File: src/rtl/sha256_block_padder.sv
// sha256_block_padder
// Byte-stream front end for the SHA-256 core. Packs input beats into 64-byte
// blocks, applies SHA-256 padding (0x80, zero fill, 64-bit big-endian bit
// length) and hands 512-bit blocks to the core over a valid/ready handshake.
//
// state  | meaning
// -------+-----------------------------------------------------------------
// S_FILL | accepting beats into the byte buffer (i_ready=1, cnt < 64)
// S_EMIT | data block presented on o_block, waiting for o_ready
// S_PAD  | extra padding-only block presented, waiting for o_ready
module sha256_block_padder #(
    parameter int IN_BYTES = 1,
    parameter int LEN_W    = 64,
    localparam int IBW     = $clog2(IN_BYTES + 1)
) (
    input  logic                  clk,
    input  logic                  rst,
    input  logic                  i_valid,
    output logic                  i_ready,
    input  logic [8*IN_BYTES-1:0] i_data,
    input  logic                  i_last,
    input  logic [IBW-1:0]        i_bytes,
    output logic                  o_valid,
    input  logic                  o_ready,
    output logic [511:0]          o_block,
    output logic                  o_first,
    output logic                  o_last
);

    typedef enum logic [1:0] {
        S_FILL,
        S_EMIT,
        S_PAD
    } state_t;

    state_t           state;
    logic [6:0]       cnt_q;
    logic [LEN_W-1:0] len_q;
    logic [7:0]       buf_q [64];
    logic             first_q;     // next emitted block starts a message
    logic             need_pad_q;  // EMIT block is followed by a PAD block
    logic             pad_lead_q;  // PAD block begins with the 0x80 marker

    logic [6:0]       beat_nb;
    logic [6:0]       fill_n;
    logic [6:0]       pos;
    logic [LEN_W-1:0] len_d;
    logic [63:0]      len64_d;
    logic [63:0]      len64_q;
    logic [7:0]       buf_d [64];
    logic [511:0]     data_blk;
    logic [511:0]     pad_blk;

    // Byte count of the current beat (clamped on a short last beat) and the resulting fill/length.
    always_comb begin
        if (i_last) begin
            beat_nb = (7'(i_bytes) > 7'(IN_BYTES)) ? 7'(IN_BYTES) : 7'(i_bytes);
        end else begin
            beat_nb = 7'(IN_BYTES);
        end
        fill_n  = cnt_q + beat_nb;
        len_d   = len_q + (LEN_W'(beat_nb) << 3);
        len64_d = 64'(len_d);
        len64_q = 64'(len_q);
    end

    // Merge the valid lanes of the incoming beat into the buffer at offset cnt.
    always_comb begin
        buf_d = buf_q;
        pos   = '0;
        for (int k = 0; k < IN_BYTES; k++) begin
            pos = cnt_q + 7'(k);
            if ((7'(k) < beat_nb) && !pos[6]) begin
                buf_d[pos[5:0]] = i_data[8*(IN_BYTES-1-k) +: 8];
            end
        end
    end

    // Assemble the outgoing data block (with padding on a last beat) and the padding-only block.
    always_comb begin
        data_blk = '0;
        pad_blk  = '0;
        for (int j = 0; j < 64; j++) begin
            if (!i_last || (7'(j) < fill_n)) begin
                data_blk[8*(63-j) +: 8] = buf_d[j];
            end else if (7'(j) == fill_n) begin
                data_blk[8*(63-j) +: 8] = 8'h80;
            end
        end
        for (int j = 56; j < 64; j++) begin
            if (i_last && (fill_n <= 7'd55)) begin
                data_blk[8*(63-j) +: 8] = len64_d[8*(63-j) +: 8];
            end
            pad_blk[8*(63-j) +: 8] = len64_q[8*(63-j) +: 8];
        end
        if (pad_lead_q) begin
            pad_blk[511:504] = 8'h80;
        end
    end

    // Control FSM with registered handshake outputs and block register.
    always_ff @(posedge clk or posedge rst) begin
        if (rst) begin
            state      <= S_FILL;
            cnt_q      <= '0;
            len_q      <= '0;
            first_q    <= 1'b1;
            need_pad_q <= 1'b0;
            pad_lead_q <= 1'b0;
            i_ready    <= 1'b0;
            o_valid    <= 1'b0;
            o_block    <= '0;
            o_first    <= 1'b0;
            o_last     <= 1'b0;
            for (int j = 0; j < 64; j++) begin
                buf_q[j] <= '0;
            end
        end else begin
            case (state)
                S_FILL: begin
                    i_ready <= 1'b1;
                    if (i_valid && i_ready) begin
                        buf_q <= buf_d;
                        len_q <= len_d;
                        if (i_last || (fill_n == 7'd64)) begin
                            cnt_q      <= '0;
                            o_block    <= data_blk;
                            o_valid    <= 1'b1;
                            o_first    <= first_q;
                            first_q    <= 1'b0;
                            o_last     <= i_last && (fill_n <= 7'd55);
                            need_pad_q <= i_last && (fill_n >= 7'd56);
                            pad_lead_q <= (fill_n == 7'd64);
                            i_ready    <= 1'b0;
                            state      <= S_EMIT;
                        end else begin
                            cnt_q <= fill_n;
                        end
                    end
                end
                S_EMIT: begin
                    if (o_ready) begin
                        o_first <= 1'b0;
                        if (need_pad_q) begin
                            o_block <= pad_blk;
                            o_last  <= 1'b1;
                            state   <= S_PAD;
                        end else begin
                            if (o_last) begin
                                len_q   <= '0;
                                first_q <= 1'b1;
                            end
                            o_valid <= 1'b0;
                            o_last  <= 1'b0;
                            i_ready <= 1'b1;
                            state   <= S_FILL;
                        end
                    end
                end
                S_PAD: begin
                    if (o_ready) begin
                        len_q      <= '0;
                        first_q    <= 1'b1;
                        need_pad_q <= 1'b0;
                        o_valid    <= 1'b0;
                        o_last     <= 1'b0;
                        i_ready    <= 1'b1;
                        state      <= S_FILL;
                    end
                end
                default: begin
                    state <= S_FILL;
                end
            endcase
        end
    end

endmodule

File: config.mk
export PLATFORM = sky130hd
export DESIGN_NAME = sha256_block_padder
export DESIGN_NICKNAME = d
export VERILOG_FILES = /design/src/rtl/sha256_block_padder.sv
export SDC_FILE = /design/constraint.sdc
export NUM_CORES = 2
export LEC_CHECK = 0
export CAP_MARGIN = 20
export CORE_UTILIZATION = 40
export CTS_CLUSTER_SIZE = 24
export DETAILED_ROUTE_END_ITERATION = 12
export MAX_ROUTING_LAYER = met4
export SYNTH_ARGS = -nofsm -noshare
export SYNTH_HDL_FRONTEND = slang
export SYNTH_SLANG_ARGS = --single-unit
File: constraint.sdc
create_clock -name clk -period 52.5 [get_ports clk]
set_input_delay 10.5 -clock clk [delete_from_list [all_inputs] [get_ports clk]]
set_output_delay 10.5 -clock clk [all_outputs]
set_load 0.01 [all_outputs]
==> summary.txt <==
Latest clock arrival within the worst-skew pair - 0.73 ns
Highest Signal Layer - met4
Num rows - 130
DR vias - 38497
First-pass GRT wire length - 255700 um
WP buf/inv - 6
Leakage - 28.76 nW
Deepest clock path buffer count - 3
Seq cells post-synth - 1101
Drt wl/cell - 25.07 um
Routed Antenna Nets - 0
Met1 Routed Length - 75300 um
Routed met2 length - 79850 um
NumNets Final - 5064
Crit path launch type - input pin
DIE HEIGHT - 359.5 um
Cts-stage hold buffer count - 0
Hold Vio Cnt, Final - 0
Peak VDD IR - 0.02954 mV
Min-delay src - o_block[355]
GP Congestion - 0.9173
Comb power frac - 23.1%
Resize count post-CTS - 0
Power, Total - 2.434 mW
Total Routing Usage GR - 26.74%
Largest stage delay, worst path - 0.93 ns
CP cell instances - clkdlybuf4s50_1, nor2b_1, inv_1, ha_1, clkinv_1, o2111a_1, o21ai_4, buf_12, buf_4, buf_16, nand2_1, o21ai_1
Peak fanout along the critical path - 214
Sequential share of power - 40.9%
Netlist cell types - 96
Iter 0 DRT Violations - 3242
Die area - 129300 um2
Number of synthesized flops with an enable pin - 0
TNS Setup - 0 ns
CTS tree - done
CP arrival - 16.21 ns
Router iterations before antenna repair - 6
Yosys Warn Count - 0
Unrepaired setup endpoints after global routing - false
Top FF cell, synth - dfrtp_1
IO Pins - 530
Postcts setup bufs - 0
Initial core utilization - 40.51%
Clock power frac - 36.0%
Asr flop ratio synth - 100.0%
Root buf cell - clkbuf_16
CTS Sinks - 1101
Worst hold path class - reg2reg
Vias in the first global route - 38111
Status - complete, no violations
Net switching power figure - 805.9 uW
P_int - 1.628 mW
Gate count after technology mapping - 4635
Setup CP Type - in2reg
Final core utilization - 49.12%
Sequential share of the synthesized area - 53.89%
H-Tree Depth - 3
Mean post-synth cell area - 11.03 um2
GR Overflow Total - 0
Post-Synthesis Cell Area - 51130 um2
Final WL - 170300 um
Post-route cell area - 62000 um2
Buffers on Ports - 529
Antenna violations before repair - 4
F_max - 64.25 MHz
Cts bufs inserted - 120
Crit-path leading delay family - buffers and inverters
Max stage delay cell, worst path - clkdlybuf4s50_1
MaxCap Viol Count - 0
Clock slew at reported path FFs - 0.06 ns
Post-DP HPWL - 112600 um
Layout Skew - 0.01746 ns
Final Cycle Share - 29.65%
Final setup viols - 0
Area delta synth->final - 21.27%
Slew margin rel. - 20.80%
Post-route minimum period - 15.56 ns
Worst Tran Pin Value - 1.188 ns
Core area - 126200 um2
Placed cell areas - 57850 um2
Hold_ws - 0.4768 ns
# DRC - 0
Worst Setup SP - i_last
Vias per inst - 5.667
Worst Setup End Kind - flop
Slew Limit Fails - 0
Die width - 359.5 um
R2R Path Start - cnt_q[0]
PwrDens - 39.26 nW/um2
Fraction of layout cells with a size suffix above 1 - 17.57%
Switch share - 33.11%
Req. time, crit path - 53.14 ns
Largest net degree at the start of global routing - 215
Synth Net Count - 4657
WL met3 - 10050 um
==> Yosys cell counts, drive strengths merged (15+ instances only) <==
cell	count	share of area (%)
dfrtp	1100	54
nand2	703	5.2
o21ai	552	5.4
mux2	540	12
mux2i	461	9.0
clkbuf	228	1.7
nor2	156	1.3
a21oi	118	1.2
nand3	99	0.99
buf	81	0.80
nor3	70	0.77
and3	29	0.35
inv	29	0.21
nand4	28	0.35
o22ai	26	0.33
nor4	24	0.37
nand2b	23	0.28
o31ai	22	0.32
a21o	21	0.31
xnor2	18	0.31
a32o	17	0.33
o211ai	15	0.22
o21a	15	0.22
==> final timing paths <==
path / cells after the start / to / slack [ns]
worst max-delay path: 12 / o_block[216] / 36.94
worst max register to register: 9 / o_block[216] / 47.96
min in group asynchronous: 2 / o_block[213] / 10.27
max in group asynchronous: 5 / o_block[319] / 39.00
worst min-delay path: 2 / o_block[355] / 0.48
worst min register to register: 2 / o_block[355] / 0.48
==> placed cells by master (no fill, tap or decap), types with 29 or more instances in the layout <==
cell type,instances
a21oi_1,117
nor3_1,60
clkbuf_16,120
o21ai_0,377
mux2i_1,461
buf_4,66
mux2_2,540
clkdlybuf4s50_1,521
and3_1,29
nand2_1,694
nor2_1,119
clkbuf_8,30
o21ai_1,173
dfrtp_1,1100
nor2_2,34
nand3_1,96
==> worst min-delay path: stages (launching register included) <==
cell	delay, ns
dfrtp_1	0.34
nand2_1	0.05
o21ai_0	0.06
==> power groups by stage <==
| stage | Clock (mW) | Combinational, mW | Sequential, mW |
|---|---|---|---|
| after floorplan | 0 | 0.297 | 0.997 |
| after global placement | 0 | 0.551 | 1.01 |
| after detailed placement | 0 | 0.556 | 1.01 |
| after CTS | 0.890 | 0.558 | 0.995 |
| after global routing | 0.923 | 0.601 | 1.00 |
| final | 0.876 | 0.563 | 0.996 |
==> sequential cells by signal, summed over array words and instances (netlist names) <==
register    count
o_block       512
o_first         1
need_pad_q      1
buf_q         512
first_q         1
cnt_q           7
i_ready         1
o_last          1
state           2
o_valid         1
len64_q        61
pad_lead_q      1
==> metrics by stage <==
stage          std cells  worst slack (ns)
4_1_cts             6787             37.03
2_1_floorplan       4635             11.00
5_1_grt             6793             36.76
6_report            6793             36.94
3_5_place_dp        6567             36.28
3_3_place_gp        6567             36.49
==> per-layer routing <==
layer | global-route usage, % | vias to the layer above
met5 | - | -
met4 | 7.868 | 0
met3 | 4.360 | 255
met2 | 41.98 | 1200
met1 | 35.64 | 19675
li1 | - | 17367
==> cells by family after synthesis <==
group           Yosys count  share of synthesized area, %
flops                  1101                         53.89
buf+inv                 343                         2.724
simple gates           1221                         10.93
mux                    1001                         20.92
xor+xnor                 30                        0.5139
fa+ha+maj                 8                        0.1958
compound gates          931                         10.83
==> area by class of cell <==
class                           instances  area [um2]
Inverter                               34       135.1
Multi-Input combinational cell       3191       22310
Fill cell                           11524       64220
Tap cell                             1650        2064
Clock buffer                          176        3513
Timing Repair Buffer                  594        5857
Sequential cell                      1101       27550
Clock inverter                         44       564.3
Antenna cell                            3       7.507
Note: power is estimated with default switching activity, not from simulation.
